===== src/rtl/adc_reader_pkg.sv =====
// Shared types and default geometry for the multi-lane ADC frame reader.
package adc_reader_pkg;

  localparam int unsigned DEF_LANES       = 4;
  localparam int unsigned DEF_CH_PER_LANE = 2;
  localparam int unsigned DEF_SAMPLE_W    = 24;

  typedef enum logic [1:0] {
    IDLE,
    SHIFT,
    PUBLISH
  } state_t;

  typedef logic signed [DEF_SAMPLE_W-1:0] sample_t;

endpackage


===== src/rtl/adc_input_sync.sv =====
// Two-flop synchroniser for asynchronous ADC pins, with one-cycle rise/fall
// strobes taken against a third history flop.
module adc_input_sync #(
  parameter int unsigned WIDTH = 1
) (
  input  logic             clk,
  input  logic             rst_n,
  input  logic [WIDTH-1:0] pins,
  output logic [WIDTH-1:0] level,
  output logic [WIDTH-1:0] rise,
  output logic [WIDTH-1:0] fall
);

  logic [WIDTH-1:0] meta;
  logic [WIDTH-1:0] hist;

  always_ff @(posedge clk or negedge rst_n) begin
    if (!rst_n) begin
      meta  <= '0;
      level <= '0;
      hist  <= '0;
    end else begin
      meta  <= pins;
      level <= meta;
      hist  <= level;
    end
  end

  assign rise = level & ~hist;
  assign fall = ~level & hist;

endmodule


===== src/rtl/adc_frame_reader.sv =====
// DRDY-framed, DCLK-clocked multi-lane serial ADC reader; publishes whole frames
// atomically. Optional watchdog enabled by ADC_FRAME_READER_TIMEOUT_EN.
module adc_frame_reader
  import adc_reader_pkg::*;
#(
  parameter  int unsigned LANES       = DEF_LANES,
  parameter  int unsigned CH_PER_LANE = DEF_CH_PER_LANE,
  parameter  int unsigned SAMPLE_W    = DEF_SAMPLE_W,
  parameter  int unsigned CNT_W       = 32,
  parameter  int unsigned ERR_W       = 16,
  parameter  int unsigned TIMEOUT_CYC = 1_000_000,
  localparam int unsigned NUM_CH      = LANES * CH_PER_LANE
) (
  input  logic                       clk_i,
  input  logic                       reset_i,
  input  logic                       enable_i,
  input  logic                       drdy_i,
  input  logic                       dclk_i,
  input  logic [LANES-1:0]           din_i,
  output logic signed [SAMPLE_W-1:0] ch_o [NUM_CH],
  output logic                       tick_o,
  output logic [CNT_W-1:0]           frame_cnt_o,
  output logic [ERR_W-1:0]           short_err_cnt_o,
  output logic                       busy_o,
  output logic                       timeout_o
);

  localparam int unsigned FRAME_BITS = CH_PER_LANE * SAMPLE_W;
  localparam int unsigned BIT_W      = $clog2(FRAME_BITS + 1);

  logic [LANES+1:0] pins, level, rise, fall;
  logic [LANES-1:0] din_s;
  logic             dclk_rise, drdy_fall;

  assign pins = {drdy_i, dclk_i, din_i};

  adc_input_sync #(.WIDTH(LANES + 2)) u_sync (
    .clk   (clk_i),
    .rst_n (reset_i),
    .pins  (pins),
    .level (level),
    .rise  (rise),
    .fall  (fall)
  );

  assign din_s     = level[LANES-1:0];
  assign dclk_rise = rise[LANES];
  assign drdy_fall = fall[LANES+1];

  logic unused_strobes;
  assign unused_strobes = ^{level[LANES+1:LANES], rise[LANES+1], rise[LANES-1:0], fall[LANES:0]};

  state_t               state, state_next;
  logic [BIT_W-1:0]     bit_cnt;
  logic                 pend;
  logic                 frame_done;
  logic                 start_req;
  logic                 publish;
  logic                 force_idle;
  logic [FRAME_BITS-1:0] sreg [LANES];

  assign frame_done = (bit_cnt == BIT_W'(FRAME_BITS));
  assign start_req  = drdy_fall | pend;

  always_ff @(posedge clk_i or negedge reset_i) begin
    if (!reset_i) state <= IDLE;
    else          state <= state_next;
  end

  always_comb begin
    state_next = state;
    unique case (state)
      IDLE:    if (start_req && enable_i) state_next = SHIFT;
      SHIFT: begin
        if (force_idle)      state_next = IDLE;
        else if (frame_done) state_next = PUBLISH;
      end
      PUBLISH: state_next = IDLE;
      default: state_next = IDLE;
    endcase
  end

  always_comb begin
    busy_o  = (state == SHIFT);
    publish = (state == PUBLISH);
  end

  // An abort restarts the count in place; the FSM stays in SHIFT for the new frame.
  always_ff @(posedge clk_i or negedge reset_i) begin
    if (!reset_i) begin
      bit_cnt         <= '0;
      short_err_cnt_o <= '0;
      pend            <= 1'b0;
    end else begin
      if (state == IDLE) begin
        bit_cnt <= '0;
      end else if (state == SHIFT && !frame_done) begin
        if (drdy_fall) begin
          bit_cnt <= '0;
          if (short_err_cnt_o != '1) short_err_cnt_o <= short_err_cnt_o + ERR_W'(1);
        end else if (dclk_rise) begin
          bit_cnt <= bit_cnt + BIT_W'(1);
        end
      end

      if (state == IDLE)
        pend <= 1'b0;
      else if (drdy_fall && (publish || frame_done))
        pend <= 1'b1;
    end
  end

  always_ff @(posedge clk_i or negedge reset_i) begin
    if (!reset_i) begin
      for (int unsigned l = 0; l < LANES; l++) sreg[l] <= '0;
    end else if (state == SHIFT && !frame_done && !drdy_fall && dclk_rise) begin
      for (int unsigned l = 0; l < LANES; l++)
        sreg[l] <= {sreg[l][FRAME_BITS-2:0], din_s[l]};
    end
  end

  // Slot 0 arrives first, so it ends up in the most significant bits of the lane word.
  always_ff @(posedge clk_i or negedge reset_i) begin
    if (!reset_i) begin
      for (int unsigned c = 0; c < NUM_CH; c++) ch_o[c] <= '0;
      tick_o      <= 1'b0;
      frame_cnt_o <= '0;
    end else begin
      tick_o <= publish;
      if (publish) begin
        frame_cnt_o <= frame_cnt_o + CNT_W'(1);
        for (int unsigned l = 0; l < LANES; l++)
          for (int unsigned s = 0; s < CH_PER_LANE; s++)
            ch_o[l*CH_PER_LANE + s] <= sreg[l][FRAME_BITS-1-s*SAMPLE_W -: SAMPLE_W];
      end
    end
  end

`ifdef ADC_FRAME_READER_TIMEOUT_EN
  localparam int unsigned WD_W = $clog2(TIMEOUT_CYC + 1);

  logic [WD_W-1:0] wd_cnt;
  logic            timeout_hit;

  assign timeout_hit = !drdy_fall && (wd_cnt == WD_W'(TIMEOUT_CYC - 1));
  assign force_idle  = timeout_hit;

  always_ff @(posedge clk_i or negedge reset_i) begin
    if (!reset_i) begin
      wd_cnt    <= '0;
      timeout_o <= 1'b0;
    end else begin
      if (drdy_fall)                          wd_cnt <= '0;
      else if (wd_cnt != WD_W'(TIMEOUT_CYC))  wd_cnt <= wd_cnt + WD_W'(1);

      if (publish)          timeout_o <= 1'b0;
      else if (timeout_hit) timeout_o <= 1'b1;
    end
  end
`else
  logic unused_timeout;
  assign unused_timeout = ^TIMEOUT_CYC;
  assign force_idle     = 1'b0;
  assign timeout_o      = 1'b0;
`endif

endmodule

===== config.mk =====
export PLATFORM = sky130hd
export DESIGN_NAME = adc_frame_reader
export DESIGN_NICKNAME = d
export VERILOG_FILES = /design/src/rtl/adc_reader_pkg.sv /design/src/rtl/adc_input_sync.sv /design/src/rtl/adc_frame_reader.sv
export SDC_FILE = /design/constraint.sdc
export NUM_CORES = 1
export LEC_CHECK = 0
export BUFFER_PORTS_ARGS = -buffer_cell sky130_fd_sc_hd__buf_2
export CORE_ASPECT_RATIO = 2
export CORE_UTILIZATION = 34
export DETAILED_ROUTE_END_ITERATION = 12
export GPL_ROUTABILITY_DRIVEN = 0
export HOLD_SLACK_MARGIN = 0.02
export PLACE_DENSITY_LB_ADDON = 0.08
export RECOVER_POWER = 25
export SLEW_MARGIN = 20
export SYNTH_ARGS = -nofsm -noshare
export SYNTH_HDL_FRONTEND = slang
export SYNTH_SLANG_ARGS = --single-unit

===== constraint.sdc =====
create_clock -name clk_i -period 2.15 [get_ports clk_i]
set_input_delay 0.43 -clock clk_i [delete_from_list [all_inputs] [get_ports clk_i]]
set_output_delay 0.43 -clock clk_i [all_outputs]
set_load 0.03 [all_outputs]

# Yosys cells after proc, flatten, opt, wreduce, memory -nomap -nowiden
# Cells that the tools add are included.
# totals
regBits	460
inputBits	9
out_inout_bits	243
elab_cells	60
# classes
n_addsub	3
eq_ne	6
mux	9
n_bitwise	6
n_reduce_logical	15
# ops
op	n
$add A32 B1 Y32 const B	1
$mux W6	4
$add A16 B1 Y16 const B	1
$ne A16 B16 Y1 const B	1
$add A6 B1 Y6 const B	1
$and A6 B6 Y6	1
$eq A6 B6 Y1 const B	1
$not A6 Y6	1
$and A5 B5 Y5	1
$logic_and A1 B1 Y1	5
$not A5 Y5	1
$mux W2	2
$pmux W2 S2	1
$reduce_and A2 Y1	2
$reduce_and A4 Y1	1
$reduce_bool A2 Y1	2
$reduce_bool A3 Y1	1
$eq A2 B1 Y1 const B	1
$eq A2 B2 Y1 const B	1
$logic_not A1 Y1	2
$logic_not A2 Y1	1
$mux W1	2
$ne A2 B1 Y1 const B	1
$ne A2 B2 Y1 const B	1
other kinds (3)	3

# Depth between registers and ports, before layout
# Gate-level depths: netlist (run 1).
# depth
depth_word	6
depth_mapped	9
ltp_nobuf	6

# Hierarchy
# Synthesis (run 1) repeated with hierarchy kept, for this count alone.
# unflattened
hier_cells	1509
area_unflattened_um2	17618.1
# by_module_without_submodules
mod	n_inst	cells_per_inst	area_per_inst_um2	seq_area_each_um2
adc_frame_reader	1	1479	17062.6	11060.6
adc_input_sync	1	30	555.5	450.4

# Worst setup path after synthesis (run 1)
# No wires, ideal clock.
# synth_path
kind	reg2reg
startpoint	reg short_err_cnt_o[0]
endpoint	reg short_err_cnt_o[14]
setup_ns	0.125
arrival_ns	1.845
t_required_ns	2.025
path_slack_ns	0.180
path_stages_with_launch	7
path_buffers	1
period_less_slack_ns	1.970
path_cell_list	dfrtp_1 -> ha_1 -> and3_1 -> buf_4 -> o211ai_1 -> nor3_1 -> mux2_2
# synth_via
elab_chain_cells	2
elab_cells_between_ends	3
classes_between	add/sub: 1; eq/ne: 1; reduce/logical: 1
# synth_rtl
element	line_no	rtl
start, declared	adc_frame_reader.sv:23	output logic [ERR_W-1:0] short_err_cnt_o,
start signal, assigned	adc_frame_reader.sv:100	if (short_err_cnt_o != '1) short_err_cnt_o <= short_err_cnt_o + ERR_W'(1);
branches (longest 2 deep; another with $add A16 B1 Y16)	n/a	
# Parallel ways; which one is timed is not known.
# A chain may end at the register's enable or synchronous reset.

# Worst setup path after layout (run 1)
# layout_path
startpoint	reg state[0]
endpoint	out busy_o
# layout_via
elab_chain_cells	1
# layout_rtl
element	line_no	rtl
start, declared	adc_frame_reader.sv:53	state_t state, state_next;
start signal, assigned	adc_frame_reader.sv:67	else state <= state_next;
$eq A2 B1 Y1	adc_frame_reader.sv:84	busy_o = (state == SHIFT);
end, declared	adc_frame_reader.sv:24	output logic busy_o,
# No other way between the ends.

==> flow_summary.yaml, run 1 <==
hold_path:
  hold_path.class: "primary input to flop"
pwr:
  power.share.combinational_pct: 5.8
  p_sw_share_pct: 24.11
  p_int_uw: 13690
  powerDensity_mw_per_mm2: 847.4
  p_seq_share_pct: 51.0
  power.switching_uw: 4351
  irDropWorstVdd_v: 0.0005322
  p_leak_uw: 0.01242
  pwr-share-clk_pct: 43.2
  total_power_uw: 18040
sta:
  maxSlewHeadroom_pct: 19.15
  fmaxAchievable_mhz: 509.6
  finalHoldViolations: 0
  worst_slew_pin_slew_ns: 1.213
  rsz0062_at_grt: "false"
  fin_hold_ws_ns: 0.2461
  setup_viol: 0
  fin_ws_ns: 0.1876
  fin_tns_setup_ns: 0
  fin_crit_ns: 1.962
  period_share_pct: 91.27
  slew_violations: 0
  fin_skew_ns: 0.01946
critical_path:
  crit_required_ns: 1.72
  crit_fanout: 9
  critPathKind: "flop to output port"
  cp-start-kind: "flop"
  worstPathArrival_ns: 1.53
  endpoint_kind: "output port"
  r2r_setup_slack_ns: 0.27
run:
  maxCapViolCount: 0
placed_design:
  place_ws_ns: 0.2755
  dpl.cell_count: 2758
  port_buffers: 250
  detailed_place_hpwl_um: 28780
route:
  drt_iter0_drc: 666
  drtAntennaViolNets: 0
  vias: 12910
  met2_wirelength_um: 22670
  route.met3.wl_um: 1969
  drc: 0
  post_drt_wl_per_cell_um: 15.51
  drt-met1-wl_um: 18410
  wl_um: 44080
  dr.pass1.iters: 5
  highest_layer: "met4"
  vias_per_cell: 4.541
final_layout:
  nFillCells: 5171
  synthToLayoutAreaGrowth_pct: 20.87
  layout_commonest_cell: "nand2_1"
  nNetsFinal: 2168
  final_cell_mix: "1,175 x nand2_1, 456 x dfrtp_1, 248 x buf_2"
  num_antenna_cells: 0
  final_cell_count_no_fill: 2842
  drive_gt1_share_pct: 17.37
yosys:
  synth_top_area_share_pct: 64.78
  synth_cell_type_count: 52
  ys_warn_count: 0
  syn_area_mm2: 0.01762
  synth_top_flop_cell: "dfrtp_1"
  syn_inst: 1900
  synth_edf_count: 0
  synthTopCellsByArea: "dfrtp_1 65%, nand2_1 25%, buf_2 1.4%"
  ys_seq_area_share_pct: 64.78
  mappedNetlistNets: 1913
  synthArstFlopShare_pct: 100.0
  avgSynthCellArea_um2: 9.271
  synth_area_leader_cell: "dfrtp_1"
  ys_seq_elements: 456
cts:
  cts_buffer_depth: 3
  numCtsBuffers: 42
  postCtsSetupRepairBufs: 0
  cts.repair.resized: 0
  cts.sinks: 456
  htreeDepth: 2
  clkTransAtPathRegs_ns: 0.06
  root_buffer: "clkbuf_16"
  clk_latency_ns: 0.56
  cts_tree: "built"
floorplanning:
  pin_count: 252
  die_w_um: 163.0
  rows: 117
  die_h_um: 323.9
  start_util_pct: 34.48
  core-area_mm2: 0.05109
  dieArea_mm2: 0.05278
status:
  status: "finished, final reports clean"
grt:
  grt_usage_pct: 17.13
  grt_pass1_wl_um: 71910
  antenna_found_initial: 0
  grt_overflow: 0
  grt_pass1_vias: 13200
  grt_max_degree: 140
[synthesized netlist by cell type, types with 3 or more instances]
cell      instances
nand2_1        1175
dfrtp_1         456
buf_2            51
xnor2_1          25
clkbuf_1         23
xor2_1           19
buf_1            15
nand3_1          14
nor2_1           11
and3_1           10
nand4_1           9
a21oi_1           8
inv_1             6
and4_1            5
nor3_1            5
nor4_1            5
a31oi_1           4
buf_6             4
ha_1              4
nand2b_1          4
nor2b_1           4
a211oi_1          3
o21ai_0           3
[kinds of logic (layout without fill, tap and decap cells)]
kind of cell    Yosys count  in the layout  synth area share (%)
simple gates           1260           1260                 28.35
flops                   456            456                 64.78
buf+inv                 102            390                 2.749
xor+xnor                 44             44                 2.188
compound gates           31             31                 1.499
fa+ha+maj                 4              4                0.2841
mux                       2              2                0.1278
other cells               1              1               0.02129
[per-layer routing]
layer	vias up	GRT usage [%]
li1	6336	-
met1	6267	20.89
met2	244	30.37
met3	59	3.030
met4	0	5.337
met5	-	0
[layout make-up]
type | instances | area, µm² | area share (%)
clock inverters | 17 | 165.2 | 0.7756
well taps | 654 | 818.3 | 3.843
multi-input cells | 1342 | 5732 | 26.92
repair buffers | 306 | 1873 | 8.797
inverters | 7 | 31.28 | 0.1469
flip-flops and latches | 456 | 11410 | 53.59
clock buffers | 60 | 1262 | 5.929
[flip-flops by register name, summed over array words and instances (netlist names), 2 cells and up]
signal	cells
bit_cnt	6
u_sync.meta	6
state	2
u_sync.level	6
sreg	192
frame_cnt_o	32
ch_o	192
u_sync.hist	2
short_err_cnt_o	16
[through the flow]
stage	utilization, %	area (µm²)
finish	41.68	21290
CTS	41.88	21390
detailed placement	38.94	19900
global placement	38.94	19900
global route	41.68	21290
floorplan	-	17620
[worst paths after layout]
check                      cells past startpoint            endpoint      startpoint
setup / recovery                               2              busy_o        state[0]
hold / removal                                 4            state[0]        enable_i
setup reg to reg                               7  short_err_cnt_o[1]      bit_cnt[0]
hold reg to reg                                0     u_sync.level[0]  u_sync.meta[0]
max in group asynchronous                      4           sreg[102]         reset_i
min in group asynchronous                      2     frame_cnt_o[30]         reset_i
[power by group through the flow]
| stage | sequential, µW | clock, µW | combinational (µW) |
|---|---|---|---|
| 2_1_floorplan | 9380 | 0 | 490 |
| 3_3_place_gp | 9340 | 0 | 1080 |
| 3_5_place_dp | 9360 | 0 | 1100 |
| 4_1_cts | 9200 | 8100 | 1110 |
| 5_1_grt | 9250 | 8410 | 1200 |
| 6_report | 9200 | 7790 | 1050 |
[worst max-delay path: stages, from the launching register on]
cell	delay (ns)
dfrtp_1	0.47
nor2b_1	0.26
buf_2	0.25
[timing repair]
action | CTS | global route
hold buffers | 7 | 0
hold endpoints to repair | 27 | 0
setup endpoints to repair | 0 | 0
Note: power is estimated with default switching activity, not from simulation.
==> inputs of run 2 (changes only) <==
--- a/config.mk
+++ b/config.mk
@@ -13,6 +13,7 @@
 export HOLD_SLACK_MARGIN = 0.02
 export PLACE_DENSITY_LB_ADDON = 0.08
 export RECOVER_POWER = 25
+export REMOVE_ABC_BUFFERS = 1
 export SLEW_MARGIN = 20
 export SYNTH_ARGS = -nofsm -noshare
 export SYNTH_HDL_FRONTEND = slang
==> run 2 against run 1 <==
Compared with the run above: first-iteration DRC count fell by 7.7%; critical path depth stayed put; clock power fell by 1%; fmax is 0.18% higher; global-route usage hardly changed; highest routed layer unchanged; via count hardly changed; wire length down 0.46%; largest power group unchanged.
==> flow_summary.yaml, run 2 (same netlist as run 1, synthesis figures left out) <==
status:
  status: "finished, final reports clean"
hold_path:
  hold_path.class: "primary input to flop"
route:
  drt_iter0_drc: 615
  vias_per_cell: 4.554
  vias: 12910
  drc: 0
  post_drt_wl_per_cell_um: 15.48
  wl_um: 43880
  drtAntennaViolNets: 0
  dr.pass1.iters: 4
critical_path:
  critPathKind: "flop to output port"
  cp_cell_sequence: "nor2b_1 > buf_2"
  crit_required_ns: 1.72
  critPathSlowestCell: "dfrtp_1"
  path_buf_inv: 1
  endpoint_kind: "output port"
  worstPathArrival_ns: 1.53
  cp-start-kind: "flop"
  crit_family: "flip-flops"
  crit_fanout: 9
  slowest_delay_ns: 0.45
final_layout:
  reg.largest.list: "ch_o x192, sreg x192, frame_cnt_o x32"
  drive_gt1_share_pct: 17.25
  layout_commonest_cell: "nand2_1"
  nNetsFinal: 2163
  nFillCells: 5103
  multiInputGateArea_mm2: 0.005732
  num_antenna_cells: 0
  synthToLayoutAreaGrowth_pct: 20.33
  final_cell_mix: "1,175 x nand2_1, 456 x dfrtp_1, 249 x buf_2"
  final-seq-area_mm2: 0.01141
run:
  maxCapViolCount: 0
cts:
  clkTransAtPathRegs_ns: 0.06
  cts.sinks: 456
  postCtsSetupRepairBufs: 0
  numCtsBuffers: 43
  cts_tree: "built"
  clk_latency_ns: 0.54
  root_buffer: "clkbuf_16"
  htreeDepth: 2
  cts_buffer_depth: 3
sta:
  fin_crit_ns: 1.959
  finalHoldViolations: 0
  rsz0062_at_grt: "false"
  fin_hold_ws_ns: 0.2796
  period_share_pct: 91.11
  fin_ws_ns: 0.1911
  setup_viol: 0
  maxSlewHeadroom_pct: 20.62
  slew_violations: 0
  fmaxAchievable_mhz: 510.5
  fin_skew_ns: 0.01308
  worst_slew_pin_slew_ns: 1.191
floorplanning:
  core-area_mm2: 0.05109
  rows: 117
  die_h_um: 323.9
  pin_count: 252
  dieArea_mm2: 0.05278
  die_w_um: 163.0
  start_util_pct: 34.48
pwr:
  power.share.combinational_pct: 5.6
  p_leak_uw: 0.01239
  p_seq_share_pct: 51.3
  irDropWorstVdd_v: 0.0004911
  total_power_uw: 17910
  p_int_uw: 13650
  pwr-share-clk_pct: 43.1
  powerDensity_mw_per_mm2: 845.0
  p_sw_share_pct: 23.78
  power.switching_uw: 4260
grt:
  grt_pass1_wl_um: 71710
  grt_overflow: 0
  grt_usage_pct: 17.09
  grt_max_degree: 152
  antenna_found_initial: 0
  grt_pass1_vias: 13230
placed_design:
  detailed_place_hpwl_um: 28640
  place_ws_ns: 0.2755
  port_buffers: 250
[run 2: final timing paths]
| path | to | startpoint | depth (start not counted) | slack [ns] |
|---|---|---|---|---|
| max in group asynchronous | ch_o[175] | reset_i | 3 | 0.40 |
| hold / removal | state[0] | enable_i | 4 | 0.28 |
| hold reg to reg | u_sync.level[3] | u_sync.meta[3] | 0 | 0.35 |
| setup reg to reg | short_err_cnt_o[14] | bit_cnt[0] | 6 | 0.30 |
| min in group asynchronous | sreg[46] | reset_i | 2 | 0.32 |
| setup / recovery | busy_o | state[0] | 2 | 0.19 |
[run 2: per-layer routing]
| metal | vias to the layer above | GRT usage (%) | wire length [µm] |
|---|---|---|---|
| li1 | 6338 | - | - |
| met1 | 6258 | 20.33 | 18300 |
| met2 | 248 | 30.54 | 22330 |
| met3 | 61 | 3.439 | 2162 |
| met4 | 0 | 5.379 | 1084 |
| met5 | - | 0 | 0 |
[run 2: power groups by stage]
stage	Sequential (µW)	Combinational, µW	Clock (µW)
final	9190	1010	7710
after global routing	9230	1150	8310
after global placement	9340	1040	0
after floorplan	9390	423	0
after CTS	9190	1070	8030
after detailed placement	9340	1060	0
[run 2: cell type report]
cell class                      count  share of cell area (%)
Inverter                            7                  0.1476
Multi-Input combinational cell   1342                   27.04
Tap cell                          654                   3.860
Clock inverter                     16                  0.8854
Sequential cell                   456                   53.83
Timing Repair Buffer              300                   8.494
Clock buffer                       59                   5.738
[run 2: what timing repair did]
item | CTS | global route
gates resized for setup | 0 | 0
hold buffers | 7 | 0
setup endpoints to repair | 0 | 0
endpoints found under the hold margin | 79 | 0
[run 2: through the flow]
| step | area (µm²) | instances | TNS, ns | util [%] |
|---|---|---|---|---|
| final | 21200 | 2834 | 0 | 41.49 |
| after global placement | 19810 | 2752 | 0 | 38.78 |
| after detailed placement | 19810 | 2752 | 0 | 38.78 |
| after global routing | 21200 | 2834 | 0 | 41.49 |
| after floorplan | 17160 | 1805 | -1962.30 | - |
| after CTS | 21290 | 2834 | 0 | 41.67 |
[run 2: worst reg2reg max path, cell delays in order (launching register included)]
cell	delay, ns
dfrtp_1	0.42
inv_1	0.07
ha_1	0.16
nand4b_1	0.17
o211ai_1	0.49
nor3_1	0.14
mux2_2	0.29
